File: config.mk
export PLATFORM = sky130hd
export DESIGN_NAME = fcfs_arbiter_n
export DESIGN_NICKNAME = d
export VERILOG_FILES = /design/src/rtl/fcfs_arb_pkg.sv /design/src/rtl/fcfs_id_fifo.sv /design/src/rtl/fcfs_arbiter_n.sv
export SDC_FILE = /design/constraint.sdc
export NUM_CORES = 1
export LEC_CHECK = 0
export CORE_ASPECT_RATIO = 1.25
export CORE_MARGIN = 1
export CORE_UTILIZATION = 45
export CTS_CLUSTER_DIAMETER = 150
export DETAILED_ROUTE_END_ITERATION = 8
export PLACE_DENSITY = 0.68
export SLEW_MARGIN = 30
export SYNTH_ARGS = -nofsm -noshare
export SYNTH_HDL_FRONTEND = slang
export SYNTH_SLANG_ARGS = --single-unit
File: constraint.sdc
create_clock -name clk -period 2.98 [get_ports clk]
set_input_delay 0.745 -clock clk [delete_from_list [all_inputs] [get_ports clk]]
set_output_delay 0.745 -clock clk [all_outputs]
set_load 0.005 [all_outputs]
File: src/rtl/fcfs_arb_pkg.sv
// Shared types and helpers for the FCFS arbiter: state enum plus index/mask
// utilities used by the arbiter and its ID queue.
package fcfs_arb_pkg;

  typedef enum logic [0:0] {
    ARB_IDLE  = 1'b0,
    ARB_GRANT = 1'b1
  } arb_state_t;

  function automatic logic [31:0] onehot_from_index(input int idx);
    return 32'h1 << idx;
  endfunction

  // Bits strictly below idx; lets each pushed ID find its slot offset directly.
  function automatic logic [31:0] mask_below_index(input int idx);
    return (32'h1 << idx) - 32'h1;
  endfunction

  function automatic int popcount32(input logic [31:0] v);
    int n;
    n = 0;
    for (int i = 0; i < 32; i++) begin
      n = n + int'(v[i]);
    end
    return n;
  endfunction

endpackage

File: src/rtl/fcfs_id_fifo.sv
// Circular ID queue: several requester IDs pushed per edge (lowest index at the
// tail first), one popped per edge, with an occupancy count.
module fcfs_id_fifo
  import fcfs_arb_pkg::*;
#(
  parameter int DEPTH = 4,
  parameter int WIDTH = $clog2(DEPTH)
) (
  input  logic                       clk,
  input  logic                       resetn,
  input  logic [DEPTH-1:0]           push,
  input  logic                       pop,
  output logic [WIDTH-1:0]           head,
  output logic [$clog2(DEPTH+1)-1:0] count
);

  localparam int PW = $clog2(DEPTH);
  localparam int CW = $clog2(DEPTH+1);

  logic [WIDTH-1:0] mem [DEPTH];
  logic [PW-1:0]    wr_ptr;
  logic [PW-1:0]    rd_ptr;
  logic [PW-1:0]    slot [DEPTH];
  logic [31:0]      push_ext;
  int               npush;

  function automatic logic [PW-1:0] wrap(input int v);
    return (v >= DEPTH) ? PW'(v - DEPTH) : PW'(v);
  endfunction

  always_comb begin
    push_ext = 32'(push);
    npush    = popcount32(push_ext);
    for (int i = 0; i < DEPTH; i++) begin
      slot[i] = wrap(int'(wr_ptr) + popcount32(push_ext & mask_below_index(i)));
    end
  end

  always_ff @(posedge clk) begin
    for (int i = 0; i < DEPTH; i++) begin
      if (push[i]) mem[slot[i]] <= WIDTH'(i);
    end
  end

  always_ff @(posedge clk or negedge resetn) begin
    if (!resetn) begin
      wr_ptr <= '0;
      rd_ptr <= '0;
      count  <= '0;
    end else begin
      wr_ptr <= wrap(int'(wr_ptr) + npush);
      if (pop) rd_ptr <= wrap(int'(rd_ptr) + 1);
      count  <= CW'(int'(count) + npush - (pop ? 1 : 0));
    end
  end

  assign head = mem[rd_ptr];

endmodule

File: src/rtl/fcfs_arbiter_n.sv
// First-come-first-served arbiter with per-tenure burst limit and one-hot grant.
// Define FCFS_LOCK_EN to add a lock input that suppresses burst expiry.
module fcfs_arbiter_n
  import fcfs_arb_pkg::*;
#(
  parameter int NUM_REQ   = 4,
  parameter int BURST_LEN = 4,
  parameter int IDW       = $clog2(NUM_REQ)
) (
  input  logic                         clk,
  input  logic                         resetn,
  input  logic [NUM_REQ-1:0]           req,
`ifdef FCFS_LOCK_EN
  input  logic                         lock,
`endif
  output logic [NUM_REQ-1:0]           grant,
  output logic                         grant_valid,
  output logic [IDW-1:0]               grant_id,
  output logic [$clog2(NUM_REQ+1)-1:0] queue_cnt
);

  localparam int BW = $clog2(BURST_LEN+1);

  arb_state_t         state, state_nxt;
  logic [NUM_REQ-1:0] queued;
  logic [NUM_REQ-1:0] push;
  logic [NUM_REQ-1:0] head_mask;
  logic [NUM_REQ-1:0] grant_nxt;
  logic [IDW-1:0]     grant_id_nxt;
  logic [IDW-1:0]     head;
  logic [BW-1:0]      burst_cnt, burst_nxt;
  logic               tenure_end;
  logic               pop;
  logic               lock_hold;

`ifdef FCFS_LOCK_EN
  assign lock_hold = grant_valid & lock;
`else
  assign lock_hold = 1'b0;
`endif

  fcfs_id_fifo #(
    .DEPTH (NUM_REQ),
    .WIDTH (IDW)
  ) u_id_fifo (
    .clk    (clk),
    .resetn (resetn),
    .push   (push),
    .pop    (pop),
    .head   (head),
    .count  (queue_cnt)
  );

  assign grant_valid = |grant;
  assign head_mask   = NUM_REQ'(onehot_from_index(int'(head)));

  // A popped head whose request has gone away is simply discarded.
  always_comb begin
    push         = req & ~queued & ~grant;
    tenure_end   = (state == ARB_GRANT) &&
                   (!req[grant_id] ||
                    ((burst_cnt == BW'(BURST_LEN)) && (queue_cnt != '0) && !lock_hold));
    pop          = ((state == ARB_IDLE) || tenure_end) && (queue_cnt != '0);
    state_nxt    = state;
    grant_nxt    = grant;
    grant_id_nxt = grant_id;
    burst_nxt    = burst_cnt;
    if ((state == ARB_IDLE) || tenure_end) begin
      state_nxt    = ARB_IDLE;
      grant_nxt    = '0;
      grant_id_nxt = '0;
      burst_nxt    = '0;
      if (pop && req[head]) begin
        state_nxt    = ARB_GRANT;
        grant_nxt    = head_mask;
        grant_id_nxt = head;
        burst_nxt    = BW'(1);
      end
    end else if (burst_cnt != BW'(BURST_LEN)) begin
      burst_nxt = burst_cnt + BW'(1);
    end
  end

  always_ff @(posedge clk or negedge resetn) begin
    if (!resetn) begin
      state     <= ARB_IDLE;
      grant     <= '0;
      grant_id  <= '0;
      burst_cnt <= '0;
      queued    <= '0;
    end else begin
      state     <= state_nxt;
      grant     <= grant_nxt;
      grant_id  <= grant_id_nxt;
      burst_cnt <= burst_nxt;
      queued    <= (queued | push) & ~(pop ? head_mask : '0);
    end
  end

endmodule

==> reports/qor.txt <==
status: finished, violations left
crit end category: register
flop2flop setup slack: -0.07 ns
Tot GR Track Use: 20.3%
clk sink count: 29
later-pin clock latency in the skew report: 0.28 ns
max_cap viols: 0
Mapped Area: 0.00168 mm2
most common cell in the netlist: dfrtp_1
min-delay worst type: register to register
WP data required: 3.13 ns
via count: 1275
Pre-Repair DR Iteration Count: 4
worst r2r path cells: 11
Cell variety after synth: 40
Pwr Density: 1220 mW/mm2
reg-to-reg critical path startpoint: queued[1]$_DFF_PN0_
H-Tree Depth: 2
DRT Wirelength: 3.60 mm
routed vias/inst: 5.40
Synth area leaders: dfrtp_1 31%, dfxtp_1 9.5%, ha_1 8.9%
Startpoint Class: input pin
final setup violating endpoints: 2
Die H: 70.3 um
Max VDD drop: 0.000719 V
nets: 217
placed insts: 226
post-synth top area share: 31.3%
Inserted Diodes: 0
I/O pin cnt: 16
Longest Clk Path Bufs: 2
CTS tree: done
sequential-to-total area share from yosys stat: 40.8%
vias in the first global route: 1400
Routed WL per cell: 15.3 um
core area: 0.00351 mm2
Peak Freq: 313 MHz
first-pass GRT wire length: 6.21 mm
RSZ-0062 raised after global routing: true
clock-pin transition on the worst setup and hold timing paths: 0.06 ns
Mean Syn Cell Area: 11.1 um2
share of cells above drive strength 1: 26.9%
Crit Path Max Fanout: 2
Yosys reg bits: 29
CP endpoint: u_id_fifo.count[2]$_DFF_PN0_
Critical path origin: req[1]
initial antenna violation count: 0
# port buffers: 15
post-route insts no fill: 236
failing checks: negative setup slack
slew margin rel.: 70.1%
drt drc: 0
Final Power: 2640 uW
Worst Hold Slack: 0.519 ns
Rows: 24
post-synthesis async set-or-reset flop share: 72.4%
critical path class: input pin to register
ys flop type: dfrtp_1
GR Overflow Total: 0
syn_nets: 172
P&R area growth vs syn: 29.5%
Post-DP HPWL: 2.85 mm
Final ANT Viol Nets: 0
Leak: 0.000979 uW
CTS Root Cell: clkbuf_8
CTS Buf Count: 5
minimum clock period: 3.20 ns
largest net degree at the start of global routing: 22
# hold bufs at CTS: 0
hold violation total from the final report: 0
Final period util: 107%
commonest cells in the netlist: 21 x dfrtp_1, 15 x inv_1, 12 x ha_1
DR iter-0 viols: 45
cells after synthesis: 151
Final Wtd Congestion: 0.876
Die W: 56.7 um
Worst-Margin Slew: 0.445 ns
Pins Over Slew Limit: 0
die area: 0.00398 mm2
Worst EP arrival: 3.35 ns
EDFF count, synth: 0
Critical R2R Capture: u_id_fifo.count[2]$_DFF_PN0_
PnR worst setup slack: -0.218 ns
clock skew: 0.00603 ns
Initial Util: 47.8%
largest area contributor in the netlist: dfrtp_1
Syn. warnings: 0
## worst min path at each step
stage                                                start                          endpoint  slack, ns  cells past startpoint
after floorplan                                     resetn          burst_cnt[0]$_DFFE_PN0P_       0.45                      0
after global placement    u_id_fifo.mem[2][1]$_SDFFE_PP1P_  u_id_fifo.mem[2][1]$_SDFFE_PP1P_       0.49                      2
after detailed placement  u_id_fifo.mem[2][1]$_SDFFE_PP1P_  u_id_fifo.mem[2][1]$_SDFFE_PP1P_       0.50                      2
after CTS                 u_id_fifo.mem[2][1]$_SDFFE_PP1P_  u_id_fifo.mem[2][1]$_SDFFE_PP1P_       0.52                      2
after global routing      u_id_fifo.mem[3][1]$_SDFFE_PP1P_  u_id_fifo.mem[3][1]$_SDFFE_PP1P_       0.53                      1
final                     u_id_fifo.mem[3][1]$_SDFFE_PP1P_  u_id_fifo.mem[3][1]$_SDFFE_PP1P_       0.52                      1
## cell usage in the layout (no fill, tap or decap), types with 2 or more instances in the layout
master / Yosys / routed
o21ai_0: 2 / 2
buf_6: 1 / 2
a21boi_0: 3 / 3
nor2b_1: 2 / 2
nand2_1: 7 / 7
nor3b_4: 0 / 2
mux4_2: 2 / 2
inv_1: 15 / 12
dfrtp_1: 21 / 21
ha_1: 12 / 11
a21oi_1: 9 / 9
nor3b_1: 3 / 2
nand3b_1: 5 / 5
a311o_1: 2 / 2
clkbuf_8: 0 / 6
nand3_1: 4 / 4
xnor2_1: 11 / 10
inv_2: 1 / 3
a22o_1: 5 / 5
fa_1: 3 / 2
clkdlybuf4s50_1: 0 / 12
nor2_1: 5 / 5
nor3_1: 3 / 3
and3b_1: 2 / 2
o22ai_1: 2 / 2
xor2_1: 4 / 4
mux2i_2: 2 / 2
dfxtp_1: 8 / 8
clkbuf_1: 0 / 2
o211a_1: 2 / 2
buf_4: 0 / 24
## timing repair
item | in CTS | in global routing
pin swaps | 7 | 4
setup endpoints to repair | 8 | 2
endpoints found under the hold margin | 0 | 0
gates resized for setup | 11 | 3
setup buffers | 2 | 1
## registers in the layout, summed over array words and instances (netlist names)
register / flops
burst_cnt: 3
grant: 4
grant_id: 2
queued: 4
state: 1
u_id_fifo.count: 3
u_id_fifo.mem: 8
u_id_fifo.rd_ptr: 2
u_id_fifo.wr_ptr: 2
## layer usage
metal / global-route usage (%) / routed length (um)
met5: 0 / 0
met4: 7.86 / 55
met3: 3.70 / 112
met2: 37.5 / 1930
met1: 22.5 / 1500
## final cells by class
| cell class | count | area, um2 |
|---|---|---|
| clock buffers | 8 | 90.1 |
| repair buffers | 40 | 338 |
| fillers | 301 | 1340 |
| inverters | 16 | 62.6 |
| flip-flops and latches | 29 | 686 |
| well taps | 39 | 48.8 |
| multi-input cells | 104 | 951 |
## metrics by stage
step / cell area [um2] / TNS, ns / utilization (%) / worst slack, ns
3_5_place_dp: 2060 / -4.64 / 58.6 / -0.927
4_1_cts: 2170 / -0.357 / 61.7 / -0.282
2_1_floorplan: 1700 / -0.551 / - / -0.345
5_1_grt: 2180 / -0.411 / 61.9 / -0.316
6_report: 2180 / -0.257 / 61.9 / -0.218
3_3_place_gp: 2060 / -3.87 / 58.6 / -0.849
## where the power goes
| part | internal, uW | total, uW | switching, uW |
|---|---|---|---|
| clock network | 188 | 327 | 139 |
| logic | 844 | 1550 | 707 |
| registers | 593 | 767 | 174 |
| total | 1620 | 2640 | 1020 |
## worst max-delay path, cell delays in order
cell     delay [ns]
buf_6          0.07
or3b_4         0.39
inv_4          0.07
fa_1           0.44
ha_2           0.21
inv_2          0.04
fa_1           0.42
ha_1           0.31
inv_2          0.04
fa_2           0.35
xnor2_2        0.15
xnor2_1        0.13
## cell families after synthesis
logic type / share of synthesized area [%]
AO/OA/AOI/OAI: 13.8
XOR/XNOR: 7.82
adder cells (fa/ha/maj): 12.5
buffers and inverters: 4.54
flip-flops: 40.8
multiplexers: 6.48
AND/OR/NAND/NOR: 14.0
No activity file was read; power rests on OpenSTA's default activity.
